==> src/rtl/normalizer_f.sv <==
// normalizer_f: multi-cycle leading-one normalizer for a 23-bit unsigned
// fixed-point value. Produces a 20-bit mantissa with its MSB set (unless the
// exponent floor of -12 is reached first) and a 5-bit two's-complement exponent.
// Optional feature: define NORMF_STICKY_EN to add the `sticky` output, the OR
// of the three work bits dropped below the mantissa.
module normalizer_f (
  input  logic        clk,
  input  logic        rst,
  input  logic [22:0] ff,
  input  logic        in_valid,
  output logic        in_ready,
  output logic [19:0] y_f,
  output logic [4:0]  exp_ff,
  output logic        zero,
`ifdef NORMF_STICKY_EN
  output logic        sticky,
`endif
  output logic        out_valid,
  input  logic        out_ready
);

  localparam int DATA_W = 23;
  localparam int MANT_W = 20;
  localparam int EXP_W  = 5;
  localparam logic signed [EXP_W-1:0] EXP_MAX = 5'sd3;
  localparam logic signed [EXP_W-1:0] EXP_MIN = -5'sd12;

  typedef enum logic [1:0] {IDLE, NORM, DONE} state_t;

  state_t state_q, state_n;
  logic   in_ready_q;
  logic   accept;
  logic   finish;

  logic        [DATA_W-1:0] work_p0;
  logic signed [EXP_W-1:0]  exp_p0;

  // Normalization ends once the MSB is set or the exponent hits its floor.
  function automatic logic norm_done(input logic [DATA_W-1:0] w,
                                     input logic signed [EXP_W-1:0] e);
    return w[DATA_W-1] || (e == EXP_MIN);
  endfunction

  // Mantissa is the top MANT_W bits of the work register (truncation).
  function automatic logic [MANT_W-1:0] mant_of(input logic [DATA_W-1:0] w);
    return w[DATA_W-1 -: MANT_W];
  endfunction

  assign accept   = (state_q == IDLE) && in_ready_q && in_valid;
  assign finish   = (state_q == NORM) && norm_done(work_p0, exp_p0);
  assign in_ready = in_ready_q;

  // Next-state logic for the IDLE -> NORM -> DONE -> IDLE sequence.
  always_comb begin
    state_n = state_q;
    case (state_q)
      IDLE:    if (accept)    state_n = NORM;
      NORM:    if (finish)    state_n = DONE;
      DONE:    if (out_ready) state_n = IDLE;
      default:                state_n = IDLE;
    endcase
  end

  // State register; in_ready is registered so it stays low through reset
  // and rises on the first edge after release.
  always_ff @(posedge clk or posedge rst) begin
    if (rst) begin
      state_q    <= IDLE;
      in_ready_q <= 1'b0;
    end else begin
      state_q    <= state_n;
      in_ready_q <= (state_n == IDLE);
    end
  end

  // Stage p0: work register and exponent, loaded on accept and shifted per NORM cycle.
  always_ff @(posedge clk) begin
    if (accept) begin
      work_p0 <= ff;
      exp_p0  <= EXP_MAX;
    end else if ((state_q == NORM) && !norm_done(work_p0, exp_p0)) begin
      work_p0 <= {work_p0[DATA_W-2:0], 1'b0};
      exp_p0  <= exp_p0 - 5'sd1;
    end
  end

  // Result registers: captured when normalization finishes, held through DONE.
  always_ff @(posedge clk or posedge rst) begin
    if (rst) begin
      y_f       <= '0;
      exp_ff    <= '0;
      zero      <= 1'b0;
`ifdef NORMF_STICKY_EN
      sticky    <= 1'b0;
`endif
      out_valid <= 1'b0;
    end else if (finish) begin
      y_f       <= mant_of(work_p0);
      exp_ff    <= $unsigned(exp_p0);
      zero      <= (work_p0 == '0);
`ifdef NORMF_STICKY_EN
      sticky    <= |work_p0[2:0];
`endif
      out_valid <= 1'b1;
    end else if ((state_q == DONE) && out_ready) begin
      out_valid <= 1'b0;
    end
  end

endmodule

==> config.mk <==
export PLATFORM = sky130hd
export DESIGN_NAME = normalizer_f
export DESIGN_NICKNAME = d
export VERILOG_FILES = /design/src/rtl/normalizer_f.sv
export SDC_FILE = /design/constraint.sdc
export NUM_CORES = 1
export LEC_CHECK = 0
export CAP_MARGIN = 20
export CORE_MARGIN = 2
export CORE_UTILIZATION = 47
export CTS_BUF_LIST = sky130_fd_sc_hd__clkbuf_8
export CTS_CLUSTER_SIZE = 24
export DETAILED_ROUTE_END_ITERATION = 10
export GPL_ROUTABILITY_DRIVEN = 0
export HOLD_SLACK_MARGIN = 0.02
export PLACE_DENSITY = 0.78
export REMOVE_ABC_BUFFERS = 1
export SLEW_MARGIN = 20
export SYNTH_ARGS = -nofsm -noshare
export SYNTH_HDL_FRONTEND = slang
export SYNTH_SLANG_ARGS = --single-unit
==> constraint.sdc <==
create_clock -name clk -period 1.85 [get_ports clk]
set_clock_uncertainty 0.1 [all_clocks]
set_input_delay 0.2775 -clock clk [delete_from_list [all_inputs] [get_ports clk]]
set_output_delay 0.2775 -clock clk [all_outputs]
set_load 0.02 [all_outputs]
* Yosys cells after proc, flatten, opt, wreduce, memory -nomap -nowiden
Cells that the tools add are included.
Cells by class: add/subtract/negate cells 1, equal/unequal tests 3, multiplexer cells 8, reduce and logical (&&, ||, !) cells 12
Operators with widths (count):
- 23-bit two-way mux | 2
- 23-bit zero test | 1
- 2-bit two-way mux | 3
- 2-bit one-hot mux with 3 select lines | 1
- 5-bit == test (second input constant) | 1
- 1-bit logical AND | 5
- 5-bit by 2-bit subtractor with 5-bit output (second input constant) | 1
- 2-bit zero test | 2
- 2-bit nonzero test | 2
- 2-bit by 1-bit == test with 1-bit output (second input constant) | 1
- 2-bit == test (second input constant) | 1
- 1-bit two-way mux | 2
- 1-bit zero test | 1
- 1-bit logical OR | 1
Word-level totals: bits in registers 58, bits of input ports 27, output and inout bits 28, word-level logic and storage cells 32

* Longest topological paths before layout
Gate-level depths: netlist (run 1).
word-level depth 6, depth in mapped cells 7, depth with buffers taken out 6

* Least setup slack after synthesis (run 1)
No wires, ideal clock.
path kind register -> register, start point register state_q[0], end point register work_p0[0] (enable), setup time 380 ps, arrival time 1445 ps, required time 1370 ps, path slack -75 ps, cell stages (with the launch flop) 5, path buffers 1, clock period less this slack 1925 ps, cell sequence dfrtp_1 > nor2_1 > nand3_1 > buf_2 > nand2_1
Between the ends: word-level cells in the longest chain between the ends 4, elaborated cells on any way between the ends 6, those cells by class eq/ne (1); reduce/logical (5)
Ends and longest elaborated chain:
- start, declared | line 30 | state_t state_q, state_n;
- start signal, assigned | line 71 | state_q <= state_n;
- 2-bit zero test | line 49 | assign accept = (state_q == IDLE) && in_ready_q && in_valid;
- 1-bit logical AND (2 in a row) | line 49
- 2-bit nonzero test (no source line) *
- end signal, assigned | line 82 | work_p0 <= {work_p0[DATA_W-2:0], 1'b0};
- end, declared | line 35 | logic [DATA_W-1:0] work_p0;
Every way passes the cells marked *; elsewhere a longest branch is shown, timed or not. A chain may end at the register's enable or synchronous reset.

* Worst setup path in the final report (run 1)
start point register exp_p0[0], end point register y_f[3]
Between the ends: word-level cells in the longest chain between the ends 3
Ends and longest elaborated chain:
- start, declared | line 36 | logic signed [EXP_W-1:0] exp_p0;
- start signal, assigned | line 83 | exp_p0 <= exp_p0 - 5'sd1;
- 5-bit == test | line 41 | return w[DATA_W-1] || (e == EXP_MIN);
- 1-bit logical OR | line 41
- 1-bit logical AND | line 50 | assign finish = (state_q == NORM) && norm_done(work_p0, exp_p0);
- end signal, assigned | line 98 | y_f <= mant_of(work_p0);
- end, declared | line 12 | output logic [19:0] y_f,
No other way between the ends.

==> flow_metrics.py, run 1 <==
metrics = {
    "cells_and_area": {
        "fillerInstances": 429,
        "utilization": 0.659,
        "layout_common_cells": "nand2_1, clkdlybuf4s50_1, dfrtp_1",
        "diodes": 0,
        "finish.instance_area_um2": 3390,
        "fin_nets": 305,
        "syn2layout_area_growth_pct": 35.0,
        "drive_above_1_share": 0.164,
        "final_cell_count_no_fill": 351,
        "final_common_cell": "nand2_1",
    },
    "clocking": {
        "clockBufferDepth": 2,
        "clkLatencyLatePin_ns": 0.33,
        "clock_tree.root_cell": "clkbuf_8",
        "clk_pin_slew_ns": 0.07,
        "post-cts-setup-buffers": 0,
        "clock_sinks": 58,
        "ctsResizeCount": 0,
        "htreeDepth": 3,
        "cts_tree": "yes",
        "postCtsHoldBufs": 0,
        "cts_buffers": 9,
    },
    "timing": {
        "slew_headroom": 0.749,
        "min_period_over_period": 0.951,
        "max_freq_mhz": 569,
        "rsz0062_at_grt": "false",
        "hold_violations": 0,
        "drv_slew": 0,
        "worst_pin_slew_ns": 0.377,
        "min_period_ns": 1.76,
        "setup_viol": 0,
    },
    "setup_path": {
        "cp-endpoint": "y_f[3]$_DFFE_PP0P_",
        "cp-startpoint": "exp_p0[0]$_SDFFE_PP1P_",
        "cp_max_fo": 19,
        "rrSetupSlack_ns": 0.09,
        "worstReg2RegEnd": "y_f[3]$_DFFE_PP0P_",
        "critPathRequiredTime_ns": 1.96,
        "worstRegToRegCells": 6,
        "worstPathArrival_ns": 1.87,
        "worstSetupPathType": "flip-flop to flip-flop",
        "start_kind": "flip-flop",
        "endpoint_kind": "flip-flop",
        "r2r-start": "exp_p0[0]$_SDFFE_PP1P_",
    },
    "route": {
        "wirelength_mm": 5.06,
        "drcViolationCount": 0,
        "viasPerCell": 4.87,
        "wl_per_cell_um": 14.4,
        "drt-pass1-iter-count": 4,
        "routed-via-count": 1711,
        "initialDrtViolationCount": 79,
        "ant_nets": 0,
    },
    "logic_synthesis": {
        "synth_seq_cells": 58,
        "synthCells": 211,
        "synth_area_per_cell_um2": 11.9,
        "async_flop_share": 0.517,
        "yosysSeqAreaShare": 0.614,
        "synthFlopType": "dfrtp_1",
        "synth-edff-count": 23,
        "ys_types": 28,
        "ys.warnings.count": 0,
        "syn_area_um2": 2510,
    },
    "floorplanning": {
        "fp.dieH_um": 77.1,
        "start_util": 0.489,
        "fp-row-count": 26,
        "die_area_um2": 5940,
        "die_x_um": 77.1,
        "core_area_um2": 5140,
        "io_pins": 55,
    },
    "grt": {
        "grt.total_usage": 0.191,
        "grt_pass1_wl_mm": 8.59,
        "grt_max_degree": 31,
        "grt_antenna_before_repair": 0,
        "grt_pass1_vias": 1806,
        "grt_overflow": 0,
    },
    "power": {
        "total_power_uw": 6380,
        "power_density_nw_per_um2": 1880,
        "power.leakage_uw": 0.00156,
        "ir_drop_v": 0.000790,
    },
    "placed_design": {
        "placedInstanceArea_um2": 3190,
        "place_inst": 335,
        "dpl.hpwl_mm": 3.56,
        "portBuffers": 54,
    },
    "outcome": {
        "outcome": "finished, final reports clean",
    },
    "min_path": {
        "hold_path.class": "primary input to asynchronous set/reset pin",
    },
    "job": {
        "cap_violations": 0,
    },
}
## power breakdown
group / total (uW) / internal, uW / switching, uW
clock network: 1150 / 679 / 469
logic: 2630 / 1390 / 1250
registers: 2600 / 2130 / 466
total: 6380 / 4200 / 2180
## metal layers
metal / global-route usage / vias up / wire [um]
met4: 0.0696 / 0 / 46
li1: - / 844 / -
met2: 0.298 / 45 / 2480
met1: 0.246 / 818 / 2290
met3: 0.0706 / 4 / 241
met5: 0 / - / 0
## logic make-up (layout without fill, tap and decap cells)
group	Yosys count	in the layout	synth area share
xor gates and xnor gates	2	2	0.00698
adders and majority gates	2	2	0.00996
AOI/OAI and AO/OA	10	10	0.0279
DFF	58	58	0.614
muxes	23	23	0.136
and+or+nand+nor	103	103	0.175
buffers and inverters	13	83	0.0304
## metrics by stage
step / setup WS [ns] / hold WS [ns] / TNS (ns)
detailed placement: 0.0918 / 0.374 / 0
finish: 0.0910 / 0.223 / 0
floorplan: -0.353 / 0.268 / -12.53
global route: 0.00525 / 0.266 / 0
global placement: 0.149 / 0.364 / 0
CTS: 0.0841 / 0.217 / 0
## critical path: stages (launching register included)
cell and delay, ns:
dfxtp_1 0.33, inv_1 0.09, ha_1 0.22, and4b_4 0.19, o21ai_4 0.19, buf_12 0.21
mux2_4 0.31
## area by class of cell
| cell class | count | area, um^2 | share of cell area |
|---|---|---|---|
| flip-flops and latches | 58 | 1540 | 0.455 |
| multi-input cells | 140 | 893 | 0.264 |
| repair buffers | 62 | 651 | 0.192 |
| clock buffers | 11 | 151 | 0.0447 |
| well taps | 70 | 87.6 | 0.0258 |
| clock inverters | 5 | 46.3 | 0.0137 |
| inverters | 5 | 18.8 | 0.00554 |
## synth_stat cells (2+ instances only)
| cell | n | share of area |
|---|---|---|
| buf_2 | 4 | 0.0080 |
| nor2_1 | 8 | 0.012 |
| and3_1 | 2 | 0.0050 |
| xor2_1 | 2 | 0.0070 |
| inv_1 | 5 | 0.0075 |
| ha_1 | 2 | 0.010 |
| nand3_1 | 2 | 0.0040 |
| edfxtp_1 | 23 | 0.28 |
| mux2_4 | 22 | 0.13 |
| dfrtp_1 | 30 | 0.30 |
| o21ai_0 | 5 | 0.010 |
| buf_6 | 3 | 0.013 |
| nand2_1 | 78 | 0.12 |
| nand4b_1 | 2 | 0.0070 |
| dfxtp_1 | 5 | 0.040 |
| nand4_1 | 2 | 0.0050 |
| nor4_1 | 5 | 0.012 |
## registers in the layout, indices dropped and copies added, names as in the netlist
register / cells
state_q: 2
exp_ff: 5
zero: 1
y_f: 20
exp_p0: 5
in_ready: 1
work_p0: 23
out_valid: 1
## how the worst min path moves through the flow
stage,end,slack [ns],cells after the start
6_report,y_f[4]$_DFFE_PP0P_,0.22,3
5_1_grt,y_f[6]$_DFFE_PP0P_,0.27,3
4_1_cts,y_f[6]$_DFFE_PP0P_,0.22,3
3_5_place_dp,exp_ff[0]$_DFFE_PP0P_,0.37,2
3_3_place_gp,exp_p0[1]$_SDFFE_PP1P_,0.36,2
2_1_floorplan,exp_ff[0]$_DFFE_PP0P_,0.27,1
(Power assumes the default switching activity.)
==> run 2, diff against run 1 <==
- CTS_CLUSTER_DIAMETER: default -> 120
- MAX_ROUTING_LAYER: default -> met4
==> flow_metrics.py, run 2 (synthesized netlist as in run 1, its figures left out) <==
metrics = {
    "outcome": {
        "outcome": "finished, final reports clean",
    },
    "timing": {
        "max_freq_mhz": 567,
        "slew_headroom": 0.748,
        "setup_viol": 0,
        "min_period_ns": 1.76,
        "worst_pin_slew_ns": 0.379,
        "min_period_over_period": 0.953,
        "rsz0062_at_grt": "false",
        "layout_setup_ws_ns": 0.0861,
        "hold_violations": 0,
        "drv_slew": 0,
    },
    "grt": {
        "grt_pass1_wl_mm": 8.59,
        "grt_overflow": 0,
        "grt_pass1_vias": 1804,
        "grt.total_usage": 0.197,
        "grt_max_degree": 31,
        "grt_antenna_before_repair": 0,
    },
    "setup_path": {
        "worstSetupPathType": "flip-flop to flip-flop",
        "cp-endpoint": "y_f[3]$_DFFE_PP0P_",
        "worstPathArrival_ns": 1.88,
        "cp_max_fo": 19,
        "endpoint_kind": "flip-flop",
        "worstRegToRegCells": 6,
        "critPathRequiredTime_ns": 1.96,
        "start_kind": "flip-flop",
        "rrSetupSlack_ns": 0.09,
        "r2r-start": "exp_p0[0]$_SDFFE_PP1P_",
        "worstReg2RegEnd": "y_f[3]$_DFFE_PP0P_",
        "cp-startpoint": "exp_p0[0]$_SDFFE_PP1P_",
    },
    "min_path": {
        "hold_path.class": "primary input to asynchronous set/reset pin",
    },
    "route": {
        "drcViolationCount": 0,
        "ant_nets": 0,
        "wirelength_mm": 5.04,
        "initialDrtViolationCount": 96,
        "routed-via-count": 1737,
        "wl_per_cell_um": 14.4,
        "viasPerCell": 4.95,
        "drt-pass1-iter-count": 5,
    },
    "power": {
        "power_density_nw_per_um2": 1880,
        "power.leakage_uw": 0.00156,
        "total_power_uw": 6370,
        "ir_drop_v": 0.000789,
    },
    "clocking": {
        "clkLatencyLatePin_ns": 0.33,
        "clockBufferDepth": 2,
        "post-cts-setup-buffers": 0,
        "cts_tree": "yes",
        "clk_pin_slew_ns": 0.07,
        "clock_tree.root_cell": "clkbuf_8",
        "ctsResizeCount": 0,
        "clock_sinks": 58,
        "postCtsHoldBufs": 0,
        "htreeDepth": 3,
        "cts_buffers": 9,
    },
    "placed_design": {
        "pre_cts_ws_ns": 0.0918,
        "placedInstanceArea_um2": 3190,
        "dpl.hpwl_mm": 3.56,
        "portBuffers": 54,
    },
    "cells_and_area": {
        "fin_nets": 305,
        "reg_top3": "work_p0 (23), y_f (20)",
        "diodes": 0,
        "utilization": 0.659,
        "final_common_cell": "nand2_1",
        "fillerInstances": 429,
        "layout_common_cells": "nand2_1, clkdlybuf4s50_1, dfrtp_1",
        "drive_above_1_share": 0.164,
        "finish.instance_area_um2": 3390,
        "syn2layout_area_growth_pct": 35.0,
        "largest_register_ffs": 23,
        "largest-register": "work_p0",
    },
    "floorplanning": {
        "core_area_um2": 5140,
        "start_util": 0.489,
        "die_area_um2": 5940,
        "die_x_um": 77.1,
        "fp-row-count": 26,
        "fp.dieH_um": 77.1,
        "io_pins": 55,
    },
    "job": {
        "cap_violations": 0,
    },
}
==> run 2: cell counts in the layout (fill, tap and decap cells not counted) <==
No cell type changed its count.
==> run 2: per-stage QoR <==
| step | std cells | TNS [ns] | hold slack, ns |
|---|---|---|---|
| after detailed placement | 335 | 0 | 0.374 |
| final | 351 | 0 | 0.223 |
| after CTS | 351 | 0 | 0.217 |
| after floorplan | 203 | -12.53 | 0.268 |
| after global placement | 335 | 0 | 0.364 |
| after global routing | 351 | 0 | 0.266 |
==> run 2: worst min path at each step <==
stage,from,endpoint,depth (start not counted)
2_1_floorplan,rst,exp_ff[0]$_DFFE_PP0P_,1
3_3_place_gp,exp_p0[1]$_SDFFE_PP1P_,exp_p0[1]$_SDFFE_PP1P_,2
3_5_place_dp,exp_ff[0]$_DFFE_PP0P_,exp_ff[0]$_DFFE_PP0P_,2
4_1_cts,rst,y_f[6]$_DFFE_PP0P_,3
5_1_grt,rst,y_f[6]$_DFFE_PP0P_,3
6_report,rst,y_f[6]$_DFFE_PP0P_,3
==> run 2: cell type report <==
cell class | instances | area (um^2) | area share
timing repair buffer | 62 | 651 | 0.192
inverter | 5 | 18.8 | 0.00554
clock inverter | 5 | 46.3 | 0.0137
sequential | 58 | 1540 | 0.455
multi-input combinational | 140 | 893 | 0.264
clock buffer | 11 | 151 | 0.0447
tap | 70 | 87.6 | 0.0258
==> run 2: critical path, stage by stage (launching register included) <==
cell     delay, ns
dfxtp_1       0.33
inv_1         0.09
ha_1          0.22
and4b_4       0.19
o21ai_4       0.19
buf_12        0.21
mux2_4        0.31
==> run 2: power breakdown <==
group | switching [uW] | leakage (uW) | internal (uW) | total [uW]
Clock | 465 | 0.000109 | 679 | 1140
Sequential | 462 | 0.000623 | 2130 | 2600
Combinational | 1250 | 0.000830 | 1390 | 2630
==> run 2: metal layers <==
| metal | vias to the layer above | GRT usage | share of wire | wire [um] |
|---|---|---|---|---|
| met5 | - | - | 0 | 0 |
| met4 | 0 | 0.0696 | 0.013 | 66 |
| met3 | 6 | 0.0706 | 0.051 | 257 |
| met2 | 49 | 0.301 | 0.49 | 2470 |
| met1 | 836 | 0.244 | 0.45 | 2250 |
| li1 | 846 | - | - | - |
==> patch: new RTL, config.mk and constraints of run 2 <==
Make the reset (`rst`) synchronous in 2 clocked blocks.
--- a/src/rtl/normalizer_f.sv
+++ b/src/rtl/normalizer_f.sv
@@ -64,5 +64,5 @@
   // State register; in_ready is registered so it stays low through reset
   // and rises on the first edge after release.
-  always_ff @(posedge clk or posedge rst) begin
+  always_ff @(posedge clk) begin
     if (rst) begin
       state_q    <= IDLE;
@@ -86,5 +86,5 @@
 
   // Result registers: captured when normalization finishes, held through DONE.
-  always_ff @(posedge clk or posedge rst) begin
+  always_ff @(posedge clk) begin
     if (rst) begin
       y_f       <= '0;
Formal check against the unedited RTL: differs if rst is asserted again (counterexample within 4 cycles, from zero or initial values and one cycle with rst high); with rst held inactive, the same outputs for 10 cycles.
==> patch against run 2 <==
First-iteration DRC count rose by 19%. Count of clock-buffer cells in the layout decreased by 2. Setup slack improved by 0.11 ns. Routed wire length is 3.8% lower. Final area is 6.8% lower. Critical path depth is 5 lower. Synthesized area decreased by 6.9%. Via count up 4.4%. Sequential cell count is the same. Largest cell class unchanged.
Power is not compared: it rests on default switching activity, and its combinational part moved more than twofold at a synthesized area within 25%.
==> patch: results (changes against run 2) <==
- Status: complete, no violations
- Clk root buf: clkbuf_8
- Reg clk slew, reported paths: 0.06 ns
- H-Tree Level Count: 3 (unchanged)
- Crit path DAT: 1.28 ns (-0.60 ns)
- Ys async rst share: 0 (-0.517)
- Adder-cell share of the synthesized area: 0.0107 (+0.000742)
- Critical-path cell with the highest stage delay: clkdlybuf4s50_1
- Pre-antenna DRT Iters: 5 (unchanged)
- Most frequent cells after synthesis: nand2_1, dfxtp_1, nor2_1
- Post-cts resize count: 0 (unchanged)
- Post-CTS setup buffers: 0 (unchanged)
- DPL Wire Length: 3390 µm (-4.7%)
- Initial antenna violation count: 0 (unchanged)
- Top Registers: work_p0 x23, y_f x20
- Max clock buf depth: 2 (unchanged)
- Largest cells by area after synthesis: dfxtp_1, edfxtp_1, nand2_1
- Filler instances: 403 (-6.1%)
- Total CTS buffers: 9 (unchanged)
- Wire length of the first global-routing pass: 8110 µm (-5.5%)
- Synth Flop Type: dfxtp_1
- Post-synth EDFFs: 23 (unchanged)
- Worst-Skew Late Latency: 0.32 ns
- PortBufs: 54 (unchanged)
- Fin. max-slew vios: 0 (unchanged)
- CP Max Fanout: 2 (-17)
- Ys Warns: 0 (unchanged)
- Antenna cells: 0 (unchanged)
- Layout cells sized above 1: 0.0769 (-0.0868)
- Final net count: 323 (+5.9%)
- Vias in the first global route: 1,803 (-0.055%)
- Peak VDD IR: 578 µV
- CP delay by family, top: buffers and inverters
- Leakage: 1.43 nW
- Footprint of the multi-input gates: 865 µm² (-3.2%)
- Pre-CTS WS: 0.137 ns (+0.0452 ns)
- Post-synthesis mux area share: 0.103 (-0.0327)
- Synth unique cells: 29 (+3.6%)
- Worst slew pin tran: 0.318 ns (-0.0605 ns)
- Mean routed wirelength per cell: 13.3 µm (-7.7%)
- Max incr delay on CP: 0.61 ns (+0.28 ns)
- Synth Area in Compound Gates: 0.0257 (-0.00221)
- DRT iter0 DRCs: 114 (+19%)
- DP Area: 0.00300 mm² (-5.9%)
- Worst Hold Class: flip-flop to flip-flop
- GRT Total Usage: 0.205 (+0.00800)
- Sequential share of the synthesized area: 0.595 (-0.0186)
- Largest net degree at the start of global routing: 31 (unchanged)
- DR vias/cell: 4.95 (about the same)
- Post-synthesis xor/xnor area fraction: 0.0150 (+0.00801)
## patch: worst paths after layout
path         slack, ns                   start                     end  cells after the start
min               0.37  out_valid$_SDFFE_PP0P_  out_valid$_SDFFE_PP0P_                      2
max               0.19     y_f[4]$_SDFFE_PP0P_                  y_f[4]                      1
max reg2reg       0.20  exp_p0[0]$_SDFFE_PP1P_    y_f[18]$_SDFFE_PP0P_                      7
min reg2reg       0.37  out_valid$_SDFFE_PP0P_  out_valid$_SDFFE_PP0P_                      2
## patch: per-stage QoR
step	cells	power, mW	TNS (ns)
floorplan	220	1.70	-12.32
global placement	350	1.89	0
detailed placement	350	1.90	0
CTS	366	2.83	0
global route	366	2.93	0
finish	366	2.79	0
## patch: logic make-up after synthesis
kind of cell	Yosys count
and+or+nand+nor	119
DFF	58
muxes	24
buffers and inverters	16
AOI/OAI and AO/OA	8
xor gates and xnor gates	4
adders and majority gates	2
## patch: cell type report
cell class,instances,area share
flip-flops and latches,58,0.441
multi-input cells,157,0.274
repair buffers,63,0.204
clock buffers,9,0.0392
well taps,67,0.0265
clock inverters,7,0.00951
inverters,5,0.00594
## patch: layer usage
metal	up-vias	GRT usage	part of all wire
met5	-	-	0
met4	0	0.107	0.021
met3	9	0.0366	0.060
met1	837	0.263	0.45
li1	902	-	-
met2	65	0.310	0.46
## patch: power by group
group          total, mW  internal, mW  switching (mW)
logic              0.380         0.185           0.195
registers           1.49          1.43          0.0593
clock network      0.920         0.458           0.462
